$ cat src/rtl/jk_toggle_monitor_pkg.sv
// ---------------------------------------------------------------------------
// jk_toggle_monitor_pkg
//   Shared definitions for the JK toggle monitor: mon_state encodings and the
//   mon_state width. Benches can import this to decode mon_state.
//   Contents:
//     MON_STATE_W   width of the mon_state output (2)
//     mon_state_e   S_INIT=0, S_LOW=1, S_HIGH=2, S_STUCK=3
//     level_state() maps a sampled y level to its tracking state
// ---------------------------------------------------------------------------
package jk_toggle_monitor_pkg;

    localparam int unsigned MON_STATE_W = 2;

    typedef enum logic [MON_STATE_W-1:0] {
        S_INIT  = 2'd0,
        S_LOW   = 2'd1,
        S_HIGH  = 2'd2,
        S_STUCK = 2'd3
    } mon_state_e;

    // Tracking state for a sampled level.
    function automatic mon_state_e level_state(input logic level);
        return level ? S_HIGH : S_LOW;
    endfunction

endpackage

$ cat src/rtl/jk_mon_run_timer.sv
// ---------------------------------------------------------------------------
// jk_mon_run_timer
//   Saturating run-length counter. It counts equal samples since the last
//   toggle, baseline or clear. It also flags the sample that completes a run
//   of STUCK_LEN equal samples.
//   Parameters:
//     STUCK_LEN  equal samples that make up a stuck run (legal range >= 2)
//   Ports:
//     clk   in   rising-edge clock
//     rst   in   synchronous reset, active-low
//     inc   in   an enabled sample matched the previous level
//     clr   in   restart the run (toggle or external clear); wins over inc
//     hit   out  this edge's inc completes the stuck run (combinational)
// ---------------------------------------------------------------------------
module jk_mon_run_timer #(
    parameter int unsigned STUCK_LEN = 8
) (
    input  logic clk,
    input  logic rst,
    input  logic inc,
    input  logic clr,
    output logic hit
);

    // The run counter holds 0 .. STUCK_LEN-1.
    localparam int unsigned RUN_W = (STUCK_LEN > 2) ? $clog2(STUCK_LEN) : 1;
    localparam logic [RUN_W-1:0] RUN_MAX = RUN_W'(STUCK_LEN - 1);
    // The baseline or toggle sample is the first of the run, so the
    // STUCK_LEN-th equal sample arrives while run_len is STUCK_LEN-2.
    localparam logic [RUN_W-1:0] HIT_VAL = RUN_W'(STUCK_LEN - 2);

    logic [RUN_W-1:0] run_len;

    always_ff @(posedge clk) begin
        if (!rst) begin
            run_len <= '0;
        end else if (clr) begin
            run_len <= '0;
        end else if (inc && (run_len != RUN_MAX)) begin
            run_len <= run_len + 1'b1;
        end
    end

    assign hit = inc && !clr && (run_len == HIT_VAL);

endmodule

$ cat src/rtl/jk_toggle_monitor.sv
// ---------------------------------------------------------------------------
// jk_toggle_monitor
//   Observes the y output of the JK flip-flop FSM once per enabled cycle. It
//   emits one-cycle rise/fall pulses and keeps a saturating toggle count. It
//   flags y as stuck when y holds one level for STUCK_LEN enabled samples.
//   All outputs are registered.
//   Optional build macro:
//     JK_MON_HIST_EN  adds hist[7:0], the last 8 enabled y samples (LSB newest)
//   Parameters:
//     CNT_W      toggle_cnt width; saturates at 2**CNT_W-1
//     STUCK_LEN  equal samples before stuck asserts (>= 2)
//   Ports:
//     clk         in   rising-edge clock
//     rst         in   synchronous reset, active-low
//     en          in   sample enable; 0 freezes all state
//     clear       in   synchronous clear of count, sat flag and run length
//     y_in        in   y output of the JK FSM
//     rise_pulse  out  1-cycle pulse on a sampled 0->1
//     fall_pulse  out  1-cycle pulse on a sampled 1->0
//     toggle_cnt  out  saturating number of sampled toggles
//     cnt_sat     out  sticky; set when toggle_cnt reaches all-ones
//     stuck       out  high while in S_STUCK
//     mon_state   out  current state encoding
//     hist        out  sample history (only with JK_MON_HIST_EN)
// ---------------------------------------------------------------------------
module jk_toggle_monitor
    import jk_toggle_monitor_pkg::*;
#(
    parameter int unsigned CNT_W     = 4,
    parameter int unsigned STUCK_LEN = 8
) (
    input  logic                   clk,
    input  logic                   rst,
    input  logic                   en,
    input  logic                   clear,
    input  logic                   y_in,
    output logic                   rise_pulse,
    output logic                   fall_pulse,
    output logic [CNT_W-1:0]       toggle_cnt,
    output logic                   cnt_sat,
    output logic                   stuck,
    output logic [MON_STATE_W-1:0] mon_state
`ifdef JK_MON_HIST_EN
    ,
    output logic [7:0]             hist
`endif
);

    localparam logic [CNT_W-1:0] CNT_MAX = {CNT_W{1'b1}};

    mon_state_e state;
    logic       y_q;
    logic       toggle_now;
    logic       hold_now;
    logic       run_hit;

    // The baseline sample in S_INIT is neither a toggle nor a hold.
    assign toggle_now = en && (state != S_INIT) && (y_in != y_q);
    assign hold_now   = en && (state != S_INIT) && (y_in == y_q);

    jk_mon_run_timer #(
        .STUCK_LEN (STUCK_LEN)
    ) u_run_timer (
        .clk (clk),
        .rst (rst),
        .inc (hold_now),
        .clr (clear || toggle_now),
        .hit (run_hit)
    );

    always_ff @(posedge clk) begin
        if (!rst) begin
            state      <= S_INIT;
            y_q        <= 1'b0;
            rise_pulse <= 1'b0;
            fall_pulse <= 1'b0;
            toggle_cnt <= '0;
            cnt_sat    <= 1'b0;
            stuck      <= 1'b0;
        end else begin
            // Pulses last one cycle and are never produced while en is low.
            rise_pulse <= 1'b0;
            fall_pulse <= 1'b0;

            if (en) begin
                unique case (state)
                    S_INIT: begin
                        y_q   <= y_in;
                        state <= level_state(y_in);
                    end
                    S_LOW, S_HIGH, S_STUCK: begin
                        if (toggle_now) begin
                            y_q        <= y_in;
                            rise_pulse <= y_in;
                            fall_pulse <= ~y_in;
                            state      <= level_state(y_in);
                            stuck      <= 1'b0;
                            // A concurrent clear wins over the increment.
                            if (!clear && (toggle_cnt != CNT_MAX)) begin
                                toggle_cnt <= toggle_cnt + 1'b1;
                                if (toggle_cnt == CNT_MAX - 1'b1) begin
                                    cnt_sat <= 1'b1;
                                end
                            end
                        end else if (run_hit) begin
                            state <= S_STUCK;
                            stuck <= 1'b1;
                        end
                    end
                    default: begin
                        state <= S_INIT;
                    end
                endcase
            end

            if (clear) begin
                toggle_cnt <= '0;
                cnt_sat    <= 1'b0;
                // A toggle in this cycle already picked the new state.
                if ((state == S_STUCK) && !toggle_now) begin
                    state <= level_state(y_q);
                    stuck <= 1'b0;
                end
            end
        end
    end

    assign mon_state = state;

`ifdef JK_MON_HIST_EN
    // History includes the baseline sample and ignores clear.
    always_ff @(posedge clk) begin
        if (!rst) begin
            hist <= 8'h00;
        end else if (en) begin
            hist <= {hist[6:0], y_in};
        end
    end
`endif

endmodule

$ cat config.mk
export PLATFORM = sky130hd
export DESIGN_NAME = jk_toggle_monitor
export DESIGN_NICKNAME = d
export VERILOG_FILES = /design/src/rtl/jk_toggle_monitor_pkg.sv /design/src/rtl/jk_mon_run_timer.sv /design/src/rtl/jk_toggle_monitor.sv
export SDC_FILE = /design/constraint.sdc
export NUM_CORES = 1
export LEC_CHECK = 0
export ABC_AREA = 1
export BUFFER_PORTS_ARGS = -buffer_cell sky130_fd_sc_hd__buf_2
export CAP_MARGIN = 20
export CORE_AREA = 2 2 44 46
export CTS_CLUSTER_DIAMETER = 80
export CTS_CLUSTER_SIZE = 12
export DETAILED_ROUTE_END_ITERATION = 8
export DIE_AREA = 0 0 46 48
export PLACE_DENSITY = 0.74
export SYNTH_ARGS = -nofsm -noshare
export SYNTH_HDL_FRONTEND = slang
export SYNTH_SLANG_ARGS = --single-unit
$ cat constraint.sdc
create_clock -name clk -period 1.2 [get_ports clk]
set_input_delay 0.24 -clock clk [delete_from_list [all_inputs] [get_ports clk]]
set_output_delay 0.24 -clock clk [all_outputs]
set_load 0.02 [all_outputs]
==> run metrics, run 1 <==
status=finished, violations left; failing checks=negative setup slack; Placed Cells=roughly 140; clock root buffer=clkbuf_4; beginning of the critical path=mon_state[1]$_SDFF_PN0_; Port Buffers=14; most common cell after layout, fill and taps aside=nand2_1; Critical Path End=toggle_cnt[3]$_SDFFE_PP0P_; area of the die=around 2200 sq um; Max Slew Vio Count=0; synthesized area=774 sq um; gpl congestion=a little over 0.8; Core Footprint=about 1700 sq um; first-pass GRT wire length=a little under 3 mm; WP buf/inv=1; final setup TNS=-0.209 ns; Rel. slew slack=0.780; Die Y=about 48 um; synth warn=0; Non-Filler Instances=between 150 and 200; Psw=0.000290 W; Max Freq=about 0.79 GHz; Critical Path RT=between 1 and 1.5 ns; overflow left after global routing=0; Synth-to-Final Area Change=42.6%; leakage=0.504 nW; setup slack, reg-to-reg=-0.07 ns; Crit path largest cell delay=just under 0.4 ns; drt total wl=2.13 mm; via count=approximately 820; hold crit path type=in2reg; Max VDD drop=589 uV; Max Cap Violations=0; TritonCTS Sinks=14; Gate power share=0.205; crit-path cells=nor2_4 -> nor2_4 -> nand3_4 -> inv_4 -> nand3_4 -> nor2_4 -> nand2_1 -> nand2_1 -> nor2_1; reg2reg path depth=9; DRT Pass-1 Iters=5; CTS Buf Count=3; CP top delay family=simple AND/OR/NAND/NOR gates; Clock Latency Late Sink=around 0.28 ns; post-route cell area=around 1100 sq um; initial core utilization=0.459; Rows=15; Tot GR Track Use=0.189; most frequent cells in the layout=nand2_1 (21), buf_4 (14), inv_1 (13), buf_2 (11), a21oi_1 (7); RSZ-0062 raised after global routing=yes; Die Wd=46 um; Clk pwr share=0.289; nets=between 100 and 150; dpl cell area=roughly 930 sq um; DR vias/cell=~5.4; Switching Share=0.301; post-route ant nets=0; Slew @ Worst Pin=0.328 ns; kind of critical path=reg2reg; layout cells sized above 1=0.489; Final HPWL DP=around 1.4 mm; antenna cells=0; Setup violations, final=7; Worst Clk Skew=~0.0027 ns; crit end category=flop; Seq pwr share=0.506; Fin. Hold Viols=0; Worst Path Max Fanout=5; pwr dens=873 nW/um^2; initial antenna violation count=0; most used cell along the critical path=nor2_4; Hold-fix buffers, CTS=0; Max Buffers Root-to-Sink=2; H-tree Lvls=1; vias in the first global route=just over 700; Synth Register Bits=14; worst reg2reg startpoint=mon_state[1]$_SDFF_PN0_; largest net degree at the start of global routing=9; Syn Nets=~110; Seq/Total Area, Yosys=0.362; Final Power=slightly below 0.001 W; Worst path depth=9; crit share post-route=1.06; Netlist cell types=23; First DRT Iteration DRCs=18; time the worst path needs with I/O delays and setup=approximately 1.3 ns; Worst R2R End=toggle_cnt[3]$_SDFFE_PP0P_; # IOs=15; Post-Syn Instances=103; Reg clk slew, reported paths=0.09 ns; Internal=0.000674 W; Worst setup SP type=flop; CTS tree=yes; Arr. time, crit path=between 1 and 1.5 ns; Post-route DRC=0; drt wl/cell=approximately 14 um; Worst path slowest cell=dfxtp_4; Setup WS post-layout=-0.0663 ns; syn_area_per_cell=7.52 sq um
==> sequential cells by signal, indices dropped and copies added, names as in the netlist <==
register / flops
fall_pulse: 1
cnt_sat: 1
y_q: 1
u_run_timer.run_len: 3
rise_pulse: 1
stuck: 1
mon_state: 2
toggle_cnt: 4
==> worst min path at each step <==
stage	from	endpoint	slack [ns]	cells after the start
finish	y_in	rise_pulse$_SDFF_PN0_	0.26	3
global route	rst	y_q$_SDFFE_PN0P_	0.27	3
CTS	y_in	rise_pulse$_SDFF_PN0_	0.24	3
detailed placement	cnt_sat$_SDFFE_PP0P_	cnt_sat$_SDFFE_PP0P_	0.44	2
global placement	stuck$_SDFF_PN0_	stuck$_SDFF_PN0_	0.43	2
floorplan	rst	mon_state[1]$_SDFF_PN0_	0.36	2
==> logic make-up (layout without fill, tap and decap cells) <==
family                     count (synthesis)  in the layout  synth area share
buffers and inverters                     21             53             0.107
and+or+nand+nor                           47             47             0.333
DFF                                       14             14             0.362
adders and majority gates                  5              5            0.0808
AOI/OAI and AO/OA                         16             16             0.118
==> routing by layer <==
metal | track usage | part of all wire | up-vias
met4 | 0.126 | 0.024 | 0
met2 | 0.319 | 0.51 | 27
li1 | - | - | 398
met1 | 0.209 | 0.43 | 389
met3 | 0.0491 | 0.039 | 8
met5 | 0 | 0 | -
==> worst reg2reg max path: stages, from the launching register on <==
cell and delay (ns):
dfxtp_4 0.39, nor2_4 0.06, nor2_4 0.12, nand3_4 0.12, inv_4 0.10, nand3_4 0.10, nor2_4 0.14, nand2_1 0.06
nand2_1 0.05, nor2_1 0.04
==> cell usage after synthesis, drive strengths merged <==
library cell	instances	share of area
clkinv	1	0.0065
nor3	1	0.0065
nand4	2	0.016
nand2	25	0.13
nor2	9	0.076
ha	5	0.081
nand3b	2	0.019
a31oi	2	0.016
o21ai	2	0.013
nand3	8	0.084
dfxtp	14	0.36
inv	20	0.10
a21oi	10	0.069
o21a	1	0.0097
o211ai	1	0.0097
==> per-stage QoR <==
stage / hold WS [ns] / setup WS, ns / utilization
after floorplan: 0.357 / -0.000277 / -
after global placement: 0.429 / -0.0100 / 0.550
after detailed placement: 0.439 / -0.0492 / 0.550
after CTS: 0.239 / -0.0222 / 0.599
after global routing: 0.269 / -0.142 / 0.654
final: 0.257 / -0.0663 / 0.654
==> repair_timing <==
| item | 4_1_cts | 5_1_grt |
|---|---|---|
| pin swaps | 6 | 13 |
| buffers inserted | 5 | 3 |
| hold endpoints to repair | 0 | 0 |
| gates resized for setup | 8 | 23 |
| endpoints found under the setup margin | 5 | 12 |
==> final cells by class <==
cell class                      instances  area (sq um)
Fill cell                             140           584
Multi-Input combinational cell         68           475
Sequential cell                        14           302
Timing Repair Buffer                   28           194
Inverter                               21          86.3
Clock buffer                            3          22.5
Tap cell                               17          21.3
Clock inverter                          1          3.75
==> power groups by stage <==
| stage | Clock [W] | Combinational, W | Sequential, W |
|---|---|---|---|
| 5_1_grt | 0.000309 | 0.000214 | 0.000490 |
| 4_1_cts | 0.000291 | 0.000170 | 0.000483 |
| 2_1_floorplan | 0 | 0.0000904 | 0.000503 |
| 3_3_place_gp | 0 | 0.000142 | 0.000493 |
| 6_report | 0.000279 | 0.000198 | 0.000488 |
| 3_5_place_dp | 0 | 0.000146 | 0.000494 |
No activity file was read; power rests on OpenSTA's default activity.
==> run 2, diff against run 1 <==
Settings changed: CORE_AREA 2 2 44 46 to 2 2 51 53, DIE_AREA 0 0 46 48 to 0 0 53 55, PLACE_DENSITY 0.74 to 0.58.
==> run 2 against run 1 <==
Net effect: the run now ends clean; critical path depth fell by 1; first-iteration DRC count fell by 83%; critical endpoint is now toggle_cnt[0]$_SDFFE_PP0P_; worst hold slack worse by 0.015 ns; final area shrank 0.57%; highest routed layer unchanged; register-to-register slack better by 0.09 ns.
==> run metrics, run 2 (synthesized netlist as in run 1, its figures left out) <==
Crit path largest cell delay=between 0.3 and 0.4 ns; reg2reg path depth=8; post-route ant nets=0; Arr. time, crit path=1.38 ns; Max Buffers Root-to-Sink=2; Worst path slowest cell=dfxtp_4; Placement Setup Slack=-0.0405 ns; Die Y=around 55 um; Final HPWL DP=between 1 and 1.5 mm; via count=740; clock root buffer=clkbuf_4; Critical Path RT=around 1.4 ns; drt wl/cell=just over 10 um; Final Power=slightly above 0.001 W; First DRT Iteration DRCs=3; DRT Pass-1 Iters=3; Max Freq=0.851 GHz; hold crit path type=in2reg; most common cell after layout, fill and taps aside=nand2_1; CTS tree=yes; Rows=18; H-tree Lvls=1; Slew @ Worst Pin=0.201 ns; Port Buffers=14; register area=roughly 300 sq um; area of the multi-input gates=approximately 450 sq um; Util after Layout=0.465; Critical Path End=toggle_cnt[0]$_SDFFE_PP0P_; Reg clk slew, reported paths=around 0.1 ns; Clock Latency Late Sink=0.28 ns; Gate power share=0.177; Post-route DRC=0; DR vias/cell=4.48; Core Footprint=~2400 sq um; hold path startpoint=rst; crit-path cells=nor2_4 -> nor2_4 -> nand3_4 -> inv_4 -> nand3_4 -> clkinv_4 -> nand2_2 -> a21oi_2; Max VDD drop=between 500 and 600 uV; Psw=between 0.0002 and 0.0003 W; Fin. Hold Viols=0; nets=146; WP buf/inv=2; Die Wd=around 53 um; leakage=roughly 0.51 nW; overflow left after global routing=0; initial core utilization=0.328; largest net degree at the start of global routing=9; Placed Cells=~160; status=finished, final reports clean; antenna cells=0; first-pass GRT wire length=approximately 2.6 mm; Max Slew Vio Count=0; Worst Clk Skew=0.00630 ns; Seq pwr share=0.477; Rel. slew slack=0.865; Clk pwr share=0.346; Max Cap Violations=0; Worst Path Max Fanout=5; Hold-fix buffers, CTS=0; fill cell count=roughly 240; Synth-to-Final Area Change=41.8%; Switching Share=0.280; vias in the first global route=around 640; kind of critical path=reg2reg; Setup violations, final=0; Worst setup SP type=flop; area of the die=between 2000 and 3000 sq um; setup slack, reg-to-reg=about 0.025 ns; most frequent cells in the layout=nand2_1 (23), inv_1 (13), buf_2 (13), buf_4 (13), a21oi_1 (8); max reg flops=4; Worst R2R End=toggle_cnt[0]$_SDFFE_PP0P_; pwr dens=about 930 nW/um^2; Setup WS post-layout=between 0.02 and 0.03 ns; RSZ-0062 raised after global routing=yes; Non-Filler Instances=roughly 170; TritonCTS Sinks=14; beginning of the critical path=mon_state[0]$_SDFF_PN0_; crit share post-route=0.979; crit end category=flop; layout cells sized above 1=0.467; drt total wl=about 1.7 mm; CP top delay family=simple AND/OR/NAND/NOR gates; time the worst path needs with I/O delays and setup=about 1.2 ns; Worst path depth=8; Tot GR Track Use=0.129; CTS Buf Count=3; initial antenna violation count=0; gpl congestion=roughly 0.84; Internal=between 0.0007 and 0.0008 W; # IOs=15; worst reg2reg startpoint=mon_state[0]$_SDFF_PN0_; Biggest register=toggle_cnt
run 2: layer usage:
layer  up-vias  track usage  part of all wire
met5         -            0                 0
met4         0       0.0812             0.011
met3         2       0.0296             0.031
met2         8        0.219              0.51
met1       334        0.148              0.45
li1        396            -                 -
run 2: repair_timing:
item	CTS	global route
pin swaps	7	11
resized for setup	7	14
setup buffers	5	2
endpoints found under the setup margin	4	9
run 2: final cells by class:
| class | count | share of cell area |
|---|---|---|
| well taps | 30 | 0.0342 |
| inverters | 21 | 0.0786 |
| repair buffers | 28 | 0.169 |
| clock buffers | 4 | 0.0330 |
| flip-flops and latches | 14 | 0.273 |
| multi-input cells | 68 | 0.412 |
run 2: power groups by stage:
stage	clock network [W]	logic (W)	registers [W]
finish	0.000351	0.000180	0.000485
global route	0.000370	0.000201	0.000487
CTS	0.000365	0.000171	0.000484
detailed placement	0	0.000148	0.000494
global placement	0	0.000147	0.000493
floorplan	0	0.0000904	0.000503
run 2: how the worst min path moves through the flow:
stage	to	slack [ns]	depth (start not counted)
detailed placement	stuck$_SDFF_PN0_	0.43	2
CTS	y_q$_SDFFE_PN0P_	0.25	3
floorplan	mon_state[1]$_SDFF_PN0_	0.36	2
global route	y_q$_SDFFE_PN0P_	0.26	3
global placement	stuck$_SDFF_PN0_	0.43	2
finish	y_q$_SDFFE_PN0P_	0.24	3
run 2: worst reg2reg max path: stages (launching register included):
cell      delay (ns)
dfxtp_4         0.39
nor2_4          0.05
nor2_4          0.12
nand3_4         0.10
inv_4           0.09
nand3_4         0.11
clkinv_4        0.08
nand2_2         0.05
a21oi_2         0.13
run 2: metrics by stage:
| stage | area (sq um) | hold WS [ns] | setup TNS [ns] |
|---|---|---|---|
| CTS | 1040 | 0.247 | -0.0175 |
| global placement | 953 | 0.431 | -0.0422 |
| finish | 1100 | 0.241 | 0 |
| floorplan | 786 | 0.357 | -0.000277 |
| global route | 1100 | 0.263 | -0.340 |
| detailed placement | 953 | 0.431 | -0.0850 |
